`config.mk`:
```
export PLATFORM = sky130hd
export DESIGN_NAME = imem_loader
export DESIGN_NICKNAME = d
export VERILOG_FILES = /design/src/rtl/imem_loader_pkg.sv /design/src/rtl/imem_loader_word_packer.sv /design/src/rtl/imem_loader.sv
export SDC_FILE = /design/constraint.sdc
export NUM_CORES = 1
export LEC_CHECK = 0
export CAP_MARGIN = 15
export CORE_ASPECT_RATIO = 1.4
export CORE_UTILIZATION = 59
export CTS_BUF_LIST = sky130_fd_sc_hd__clkbuf_8
export CTS_CLUSTER_SIZE = 14
export DETAILED_ROUTE_END_ITERATION = 12
export PLACE_DENSITY = 0.88
export SLEW_MARGIN = 5
export SYNTH_ARGS = -nofsm -noshare
export SYNTH_HDL_FRONTEND = slang
export SYNTH_SLANG_ARGS = --single-unit
```
`constraint.sdc`:
```
create_clock -name clk -period 7.8 [get_ports clk]
set_clock_uncertainty 0.2 [all_clocks]
set_input_delay 1.17 -clock clk [delete_from_list [all_inputs] [get_ports clk]]
set_output_delay 1.17 -clock clk [all_outputs]
set_load 0.02 [all_outputs]
```
`src/rtl/imem_loader_pkg.sv`:
```
// Shared definitions for the boot-time instruction-memory loader.
// Holds the loader state encoding, default parameters and framing constants.
package imem_loader_pkg;

    typedef enum logic [2:0] {
        ST_IDLE   = 3'd0,
        ST_LEN_LO = 3'd1,
        ST_LEN_HI = 3'd2,
        ST_DATA   = 3'd3,
        ST_CSUM   = 3'd4,
        ST_DONE   = 3'd5,
        ST_ERR    = 3'd6
    } state_e;

    localparam logic [31:0] BASE_ADDR_DEF = 32'h0000_0028;
    localparam int unsigned MAX_WORDS_DEF = 1024;

    // Frame: count[7:0], count[15:8], then each word LSB first, then XOR checksum.
    localparam int unsigned BYTES_PER_WORD = 4;
    localparam logic [1:0]  LAST_BYTE_IDX  = 2'(BYTES_PER_WORD - 1);

endpackage

```
`src/rtl/imem_loader_word_packer.sv`:
```
// Assembles little-endian bytes into 32-bit words and flags the byte that
// completes a word, so the loader can write it on the following cycle.
module imem_loader_word_packer
    import imem_loader_pkg::*;
(
    input  logic        clk,
    input  logic        rst_n,
    input  logic        clear_i,
    input  logic        byte_valid_i,
    input  logic [7:0]  byte_i,
    output logic [31:0] word_o,
    output logic        word_ready_o
);

    logic [1:0]  byte_idx_q;
    logic [23:0] data_q;

    // The completing byte bypasses the register so the word is whole on the accepting edge.
    assign word_ready_o = byte_valid_i && (byte_idx_q == LAST_BYTE_IDX);
    assign word_o       = {byte_i, data_q};

    // NOTE: state is updated with non-blocking assignments so every register samples pre-edge values.
    always_ff @(posedge clk or negedge rst_n) begin
        if (!rst_n) begin
            byte_idx_q <= '0;
            data_q     <= '0;
        end else if (clear_i) begin
            byte_idx_q <= '0;
            data_q     <= '0;
        end else if (byte_valid_i) begin
            byte_idx_q <= byte_idx_q + 2'd1;
            data_q     <= {byte_i, data_q[23:8]};
        end
    end

endmodule

```
`src/rtl/imem_loader.sv`:
```
// Boot-time instruction-memory writer: parses a counted, checksummed byte
// frame and writes the assembled words sequentially from BASE_ADDR.
module imem_loader
    import imem_loader_pkg::*;
#(
    parameter logic [31:0] BASE_ADDR = BASE_ADDR_DEF,
    parameter int unsigned MAX_WORDS = MAX_WORDS_DEF
) (
    input  logic        clk,
    input  logic        rst_n,
    input  logic        start,
    input  logic        in_valid,
    input  logic [7:0]  in_data,
    output logic        in_ready,
    output logic        mem_we,
    output logic [31:0] mem_addr,
    output logic [31:0] mem_wdata,
    output logic        busy,
    output logic        done,
    output logic        err,
    output logic [15:0] words_loaded,
    output logic [31:0] pc_entry
);

    state_e      state_q;
    logic [15:0] count_q;
    logic [15:0] word_idx_q;
    logic [15:0] words_loaded_q;
    logic [7:0]  csum_q;
    logic        done_q;
    logic        err_q;
    logic        mem_we_q;
    logic [31:0] mem_addr_q;
    logic [31:0] mem_wdata_q;

    logic        accept;
    logic        restart;
    logic        word_ready;
    logic [31:0] word;
    logic [15:0] count_d;
    logic [7:0]  csum_d;

    assign in_ready = (state_q == ST_LEN_LO) || (state_q == ST_LEN_HI) ||
                      (state_q == ST_DATA)   || (state_q == ST_CSUM);
    assign busy     = in_ready;
    assign accept   = in_valid && in_ready;
    assign restart  = start && ((state_q == ST_IDLE) || (state_q == ST_DONE) ||
                                (state_q == ST_ERR));
    assign count_d  = {in_data, count_q[7:0]};
    assign csum_d   = csum_q ^ in_data;

    imem_loader_word_packer u_packer (
        .clk          (clk),
        .rst_n        (rst_n),
        .clear_i      (restart),
        .byte_valid_i (accept && (state_q == ST_DATA)),
        .byte_i       (in_data),
        .word_o       (word),
        .word_ready_o (word_ready)
    );

    always_ff @(posedge clk or negedge rst_n) begin
        if (!rst_n) begin
            state_q        <= ST_IDLE;
            count_q        <= '0;
            word_idx_q     <= '0;
            words_loaded_q <= '0;
            csum_q         <= '0;
            done_q         <= 1'b0;
            err_q          <= 1'b0;
            mem_we_q       <= 1'b0;
            mem_addr_q     <= '0;
            mem_wdata_q    <= '0;
        end else begin
            mem_we_q <= 1'b0;
            if (restart) begin
                state_q        <= ST_LEN_LO;
                count_q        <= '0;
                word_idx_q     <= '0;
                words_loaded_q <= '0;
                csum_q         <= '0;
                done_q         <= 1'b0;
                err_q          <= 1'b0;
            end else if (accept) begin
                case (state_q)
                    ST_LEN_LO: begin
                        count_q[7:0] <= in_data;
                        csum_q       <= csum_d;
                        state_q      <= ST_LEN_HI;
                    end
                    ST_LEN_HI: begin
                        count_q <= count_d;
                        csum_q  <= csum_d;
                        if (32'(count_d) > MAX_WORDS) begin
                            state_q <= ST_ERR;
                            err_q   <= 1'b1;
                        end else if (count_d == 16'd0) begin
                            state_q <= ST_CSUM;
                        end else begin
                            state_q <= ST_DATA;
                        end
                    end
                    ST_DATA: begin
                        csum_q <= csum_d;
                        if (word_ready) begin
                            // Address and data stay registered until the next word overwrites them.
                            mem_we_q       <= 1'b1;
                            mem_addr_q     <= BASE_ADDR + {14'd0, word_idx_q, 2'b00};
                            mem_wdata_q    <= word;
                            word_idx_q     <= word_idx_q + 16'd1;
                            words_loaded_q <= words_loaded_q + 16'd1;
                            if (word_idx_q == count_q - 16'd1) begin
                                state_q <= ST_CSUM;
                            end
                        end
                    end
                    ST_CSUM: begin
                        if (in_data == csum_q) begin
                            state_q <= ST_DONE;
                            done_q  <= 1'b1;
                        end else begin
                            state_q <= ST_ERR;
                            err_q   <= 1'b1;
                        end
                    end
                    default: ;
                endcase
            end
        end
    end

    assign mem_we       = mem_we_q;
    assign mem_addr     = mem_addr_q;
    assign mem_wdata    = mem_wdata_q;
    assign done         = done_q;
    assign err          = err_q;
    assign words_loaded = words_loaded_q;
    assign pc_entry     = BASE_ADDR;

endmodule
```
Word level (Yosys, flattened, before mapping)

Index checks and enable logic that the tools add are counted.

Multiplexer cells: 40
Bitwise logic cells: 2
Equal/unequal tests: 13
$add $sub $neg: 5
$lt $le $gt $ge: 1
Reduce and logical (&&, ||, !) cells: 31

Operator list:

| cell                                                             | count |
|---|---|
| two-way mux 16 bit                                               | 10 |
| two-way mux 24 bit                                               | 2 |
| two-way mux 8 bit                                                | 5 |
| adder 16 x 1 -> 16 bit (second input constant)                   | 2 |
| adder 6 x 18 -> 19 bit (first input constant)                    | 1 |
| two-way mux 3 bit                                                | 6 |
| nonzero test 2 bit                                               | 9 |
| equality test 16 bit                                             | 1 |
| greater-than comparator 16 x 11 -> 1 bit (second input constant) | 1 |
| zero test 16 bit                                                 | 1 |
| subtractor 16 x 1 -> 16 bit (second input constant)              | 1 |
| two-way mux 1 bit                                                | 12 |
| one-hot mux 3 bit (4 select lines)                               | 1 |
| AND reduction 4 bit                                              | 3 |
| equality test 3 bit (second input constant)                      | 3 |
| != test 3 x 2 -> 1 bit (second input constant)                   | 3 |
| equality test 8 bit                                              | 1 |
| XOR 8 bit                                                        | 1 |
| equality test 3 x 2 -> 1 bit (second input constant)             | 2 |
| two-way mux 2 bit                                                | 3 |
| AND reduction 2 bit                                              | 3 |
| AND reduction 3 bit                                              | 2 |
| logical OR 1 bit                                                 | 5 |
| nonzero test 5 bit                                               | 1 |
| other kinds (10)                                                 | 13 |

Logic and storage cells: 105
Output and inout bits: 117
Register bits after elaboration: 152

Logic depth before layout (Yosys ltp)

Depth in word-level cells: 11
Gate-level depth with buffers: 9

Modules after synthesis

Synthesis repeated with hierarchy kept, for this count alone.

Cell total of the unflattened synthesis: 804
Area, all modules: 7225.7 um^2

Modules (own cells, without submodules):

| module                  | cells each | instances | seq. area each (um^2) | area each (um^2) |
|---|---|---|---|---|
| imem_loader             | 710        | 1         | 2777.7                | 6072.1 |
| imem_loader_word_packer | 94         | 1         | 650.6                 | 1153.6 |

Worst setup path after synthesis

OpenSTA, ideal clock, no wires.

Path kind: in2reg
Start: input in_data[1]
End: register state_q[1]
Stages: 6
Arrival time: 2552 ps
Path slack: 4912 ps
Buffers on the path: 1
Path through: clkbuf_1 -> or4_2 -> o41ai_1 -> nor2_1 -> a21oi_1 -> a21oi_1

Word-level cells in the longest chain between the ends: 6

RTL lines:

| element                                                                          | RTL line          | text |
|---|---|---|
| start: declaration                                                               | imem_loader.sv:13 | `input logic [7:0] in_data,` |
| branches (longest 3 deep; another with greater-than comparator 16 x 11 -> 1 bit) | n/a               |  |
| one-hot mux 3 bit (4 select lines) (*)                                           | imem_loader.sv:85 | `case (state_q)` |
| two-way mux 3 bit (*)                                                            | imem_loader.sv:84 | `end else if (accept) begin` |
| two-way mux 3 bit (*)                                                            | imem_loader.sv:76 | `if (restart) begin` |
| end signal: assignment                                                           | imem_loader.sv:77 | `state_q <= ST_LEN_LO;` |
| end signal: assignment                                                           | imem_loader.sv:89 | `state_q <= ST_LEN_HI;` |
| end signal: assignment                                                           | imem_loader.sv:95 | `state_q <= ST_ERR;` |
| end: declaration                                                                 | imem_loader.sv:25 | `state_e state_q;` |

Mark *: on every way between the ends. The select of a mux whose other input is x is not followed.
A chain may end at the register's enable or synchronous reset.

Worst setup path after layout

Start: input in_valid
End: register word_idx_q[13]

Word-level cells in the longest chain between the ends: 5

RTL lines:

| element                           | RTL line                      | text |
|---|---|---|
| start: declaration                | imem_loader.sv:12             | `input logic in_valid,` |
| logical AND 1 bit (*)             | imem_loader.sv:46             | `assign accept = in_valid && in_ready;` |
| logical AND 1 bit                 | imem_loader.sv:56             | `.byte_valid_i (accept && (state_q == ST_DATA)),` |
| logical AND 1 bit                 | imem_loader_word_packer.sv:19 | `assign word_ready_o = byte_valid_i && (byte_idx_q == LAST_BYTE_IDX);` |
| nonzero test 2 bit (no line)      | n/a                           |  |
| AND reduction 3 bit (no line) (*) | n/a                           |  |
| end signal: assignment            | imem_loader.sv:110            | `word_idx_q <= word_idx_q + 16'd1;` |
| end: declaration                  | imem_loader.sv:27             | `logic [15:0] word_idx_q;` |

Mark *: on every way between the ends. The rest lies on a longest branch, timed or not.

==> results.json <==
{
  "status": "complete, no violations",
  "grt_overflow": 0,
  "cp-start-kind": "input pin",
  "synth_fa_ha_area_share_pct": 0.8609,
  "synth_ff_type": "dfrtp_1",
  "cts.root.buffer_cell": "clkbuf_8",
  "syn_avg_cell_area_um2": 8.610,
  "power_frac_seq_pct": 39.2,
  "cts_setup_buffers": 0,
  "cell_internal_pwr_mw": 1.652,
  "grtUsageTotal_pct": 26.12,
  "dieArea_mm2": 0.01277,
  "final-hold-violation-count": 0,
  "ctsHoldBuffers": 0,
  "die_h_um": 133.3,
  "wl_per_cell_um": 14.89,
  "rsz0062_at_grt": "no",
  "drive_gt1_share_pct": 6.808,
  "swShare_pct": 40.65,
  "cts_buffers": 17,
  "fp.coreArea_mm2": 0.01194,
  "rows": 47,
  "clock_latency_ns": 0.46,
  "routed_via_density": 5.528,
  "fillers": 939,
  "async_flop_share_pct": 100.0,
  "synth_most_common_cell": "nand2_1",
  "drv_slew": 0,
  "synth_top_area_cell": "dfrtp_1",
  "yosys_warnings": 0,
  "worstPathMaxFanout": 43,
  "synth_area_mm2": 0.007267,
  "io_pins": 129,
  "synth_cells": 844,
  "seq_area_frac_synth_pct": 47.18,
  "post-route-util_pct": 69.16,
  "clock_sinks": 137,
  "vias": 5766,
  "p_clk_share_pct": 21.6,
  "ys_ff_latch": 137,
  "critPathCaptureType": "register",
  "cap_violations": 0,
  "placed_area_mm2": 0.007845,
  "wl_mm": 15.53,
  "grt_pass1_wl_mm": 25.73,
  "crit_type": "in2reg",
  "cellLeakagePower_nw": 3.757,
  "relSlewSlack_pct": 26.07,
  "ir_drop_v": 0.0001878,
  "muxShareOfSynthArea_pct": 0.5682,
  "dieWidth_um": 95.80,
  "gp_congestion": 0.8309,
  "period_share_pct": 59.15,
  "period_minus_slack_ns": 4.614,
  "n_antenna_cell": 0,
  "post-route-cell-area_mm2": 0.008257,
  "setup_violations": 0,
  "p_sw_mw": 1.131,
  "drtIter0Drc": 344,
  "clk_pin_slew_worst_paths_ns": 0.09,
  "cp.arrival_ns": 4.79,
  "hold_ws_ns": 0.2746,
  "synth_edf_count": 0,
  "synth_cell_types": 69,
  "pwr-share-comb_pct": 39.1,
  "tightest_slew_ns": 1.108,
  "synth_top_family_by_area": "simple AND/OR/NAND/NOR gates",
  "grt_antenna_before_repair": 0,
  "worstPathRequired_ns": 7.98,
  "clk_path_buf_depth": 2,
  "cts_tree": "yes",
  "synth_xor_area_share_pct": 8.196,
  "grt_pass1_vias": 5435,
  "nets": 900,
  "htreeDepth": 4,
  "start_util_pct": 60.87,
  "cts.repair.resized": 0,
  "max_freq_mhz": 216.7,
  "synthTopCellsByArea": "dfrtp_1, nand2_1, buf_4",
  "power_density_mw_per_mm2": 337.1,
  "grt_max_degree": 85,
  "fin_tns_setup_ns": 0,
  "synth_commonest_cells": "nand2_1, dfrtp_1, nor2_1",
  "port_buffers": 81,
  "yosysTopAreaCellShare_pct": 47.18,
  "drt_pass1_iterations": 5,
  "area_growth_syn_to_layout_pct": 13.62,
  "hp-class": "reg2reg",
  "synthSimpleGateAreaFrac_pct": 24.00,
  "dp.final_hpwl_mm": 10.37,
  "drc_errors": 0,
  "drtAntennaViolNets": 0,
  "synth_compound_area_share_pct": 10.35
}
[final timing paths]
kind / startpoint / endpoint / slack, ns / cells past startpoint
max: in_valid / word_idx_q[13] / 3.19 / 8
min: u_packer.data_q[5] / mem_wdata[5] / 0.27 / 2
max reg2reg: state_q[2] / word_idx_q[13] / 3.76 / 7
min reg2reg: u_packer.data_q[5] / mem_wdata[5] / 0.27 / 2
max in group asynchronous: rst_n / mem_addr[8] / 5.53 / 2
min in group asynchronous: rst_n / state_q[1] / 0.46 / 1
[logic make-up after synthesis]
group / Yosys count
simple gates: 392
flops: 137
other cells: 2
xor+xnor: 68
fa+ha+maj: 5
compound gates: 121
mux: 4
buf+inv: 115
[power groups by stage]
stage               logic [mW]  registers (mW)  clock network, mW
floorplan                0.826            1.09                  0
global placement          1.05            1.09                  0
detailed placement        1.08            1.10                  0
CTS                       1.09            1.09              0.608
global route              1.20            1.12              0.637
finish                    1.09            1.09              0.601
[registers in the layout (all words and copies together) (netlist names)]
| register | cells |
|---|---|
| word_idx_q | 16 |
| u_packer.data_q | 24 |
| mem_addr | 17 |
| mem_wdata | 32 |
| err | 1 |
| csum_q | 8 |
| done | 1 |
| words_loaded | 16 |
| state_q | 3 |
| count_q | 16 |
| u_packer.byte_idx_q | 2 |
| mem_we | 1 |
[worst max-delay path, stage by stage]
cell	delay [ns]
clkdlybuf4s50_1	0.61
and4b_1	0.98
nand2_2	0.17
inv_2	0.57
nand3_1	0.27
or3_1	0.46
or3_1	0.38
a21oi_1	0.14
[through the flow]
stage,total power [mW],setup WS [ns],instances
after floorplan,1.912,4.912,889
after global placement,2.135,2.901,1011
final,2.783,3.186,1043
after detailed placement,2.178,2.834,1011
after CTS,2.781,3.248,1043
after global routing,2.960,2.976,1043
[layout make-up]
cell class	count	area (µm²)	area share [%]
multi-input cells	637	3376	40.89
inverters	6	22.52	0.2728
clock buffers	18	247.7	3.000
flip-flops and latches	137	3428	41.52
clock inverters	14	163.9	1.985
well taps	147	183.9	2.228
repair buffers	84	834.6	10.11
[layer usage]
metal,share of wire (%),wire [µm],global-route usage [%]
met1,42,6520,34.44
met2,50,7722,40.60
met3,4.9,767,4.623
met4,3.3,516,14.26
met5,0,0,0
[placed cells by master (no fill, tap or decap), types with 2 or more instances in the layout]
| cell | count |
|---|---|
| or3b_2 | 2 |
| nand2b_1 | 5 |
| dfrtp_1 | 137 |
| clkbuf_8 | 18 |
| conb_1 | 47 |
| inv_1 | 5 |
| or4_4 | 2 |
| clkinv_4 | 3 |
| or4_1 | 2 |
| xnor2_1 | 33 |
| clkinvlp_4 | 2 |
| a21oi_1 | 51 |
| clkdlybuf4s50_1 | 80 |
| inv_6 | 4 |
| nand4_1 | 9 |
| and2_1 | 3 |
| nand3_1 | 14 |
| buf_4 | 3 |
| o32ai_1 | 2 |
| nand2_1 | 244 |
| nor3_1 | 11 |
| nor4_1 | 7 |
| or2_2 | 3 |
| mux2i_1 | 3 |
| nand3b_1 | 2 |
| nor2_1 | 53 |
| a22oi_1 | 2 |
| xor2_1 | 35 |
| o41ai_1 | 2 |
| and3_1 | 8 |
| nand4b_1 | 3 |
| a31oi_1 | 2 |
| o21ai_0 | 40 |
| bufinv_16 | 2 |
| or3_1 | 12 |
| ha_1 | 5 |
| inv_8 | 2 |
No activity file was read; power rests on OpenSTA's default activity.
==> variant (config.mk and constraints unchanged) <==
Encoding of `state_e`: now one-hot (7 bits for 7 states).
--- a/src/rtl/imem_loader_pkg.sv
+++ b/src/rtl/imem_loader_pkg.sv
@@ -2,14 +2,14 @@
 // Holds the loader state encoding, default parameters and framing constants.
 package imem_loader_pkg;
 
-    typedef enum logic [2:0] {
-        ST_IDLE   = 3'd0,
-        ST_LEN_LO = 3'd1,
-        ST_LEN_HI = 3'd2,
-        ST_DATA   = 3'd3,
-        ST_CSUM   = 3'd4,
-        ST_DONE   = 3'd5,
-        ST_ERR    = 3'd6
+    typedef enum logic [6:0] {
+        ST_IDLE   = 7'b0000001,
+        ST_LEN_LO = 7'b0000010,
+        ST_LEN_HI = 7'b0000100,
+        ST_DATA   = 7'b0001000,
+        ST_CSUM   = 7'b0010000,
+        ST_DONE   = 7'b0100000,
+        ST_ERR    = 7'b1000000
     } state_e;
 
     localparam logic [31:0] BASE_ADDR_DEF = 32'h0000_0028;
Check against the original RTL: no difference found for any inputs over 4 cycles, from zero or initial values and one cycle with rst_n low; so few cycles prove little.
==> variant against the original RTL <==
  * Routed wire length decreased by 1.9%
  * Area after synthesis decreased by 0.55%
  * Register-to-register slack worse by 0.44 ns
  * Largest cell class unchanged
  * Clock power down 2%
  * Sequential cell count increased by 4
  * Sequential power decreased by 7%
  * Critical endpoint is now word_idx_q[14]
  * Setup slack lost 0.17 ns
  * Final area grew 0.12%
  * Largest power group unchanged
  * Total power decreased by 19%
==> variant: results (changes against the original RTL) <==
metric	value	unit	change
status	complete, no violations		
layout cell share with drive strength beyond 1	5.506	%	-1.3 points
WL/cell	14.69	um	-1.3%
critical path's slowest cell	and3_1		
Worst EP arrival	4.95	ns	+0.16 ns
number of non-clock buffers	86		+2.4%
post-synth cell types	56		-19%
fraction of area in multi-input gates	39.62	%	-1.3 points
invs w/o clock	8		+2
largest net degree at the start of global routing	90		+5.9%
HP Start	u_packer.data_q[1]		
reg2reg path depth	8		+1
Min-Delay Endpoint	mem_wdata[1]		
Multi-In Gates	623		-2.2%
average cell area after synthesis	8.749	um^2	+1.6%
Die ar.	12700	um^2	-0.54%
GRT Resource Usage Total	25.79	%	-0.33 points
r2r setup slk	3.32	ns	-0.44 ns
VDD IR max	0.0001909	V	+1.7%
Iter 0 DRT Violations	442		+28%
Synth area leaders	dfrtp_1 (48%), nand2_1 (11%), buf_4 (5.1%)		
complex-gate fraction of the synthesized area	7.981	%	-2.4 points
storage element area	3530	um^2	+3.0%
RePlAce Congestion	0.8950		+7.7%
leakage	3.879	nW	+3.2%
post-DP HPWL	10020	um	-3.4%
Vias per Instance	5.530		about the same
Tcrit/Tclk final	61.29	%	+2.1 points
clk cell area share	4.798	%	-0.19 points
first-pass GRT wire length	25380	um	-1.4%
Seq/Total Area, Yosys	48.84	%	+1.7 points
mux share of post-synthesis cell area	1.108	%	+0.54 points
[variant: changes by cell type in the layout (fill, tap and decap cells not counted), sizes merged, moves of 5 or more]
cell	unedited run	this run
a21oi	51	32
and3	9	4
mux2i	3	8
nand2	245	222
nand3	14	20
nand4	9	14
nor2	53	76
o21ai	40	46
or3	13	7
xor2	35	41
[variant: power by group through the flow]
stage	sequential [W]	combinational [W]	clock (W)
final	0.00101	0.000660	0.000586
after global routing	0.00103	0.000725	0.000621
after CTS	0.00101	0.000666	0.000592
after detailed placement	0.00102	0.000658	0
after global placement	0.00102	0.000638	0
after floorplan	0.00113	0.000256	0
[variant: per-layer routing]
layer  GRT usage, %  share of wire [%]
met1          32.38                 40
met2          41.83                 51
met3          5.402                5.5
met4          12.69                3.8
met5              0                  0
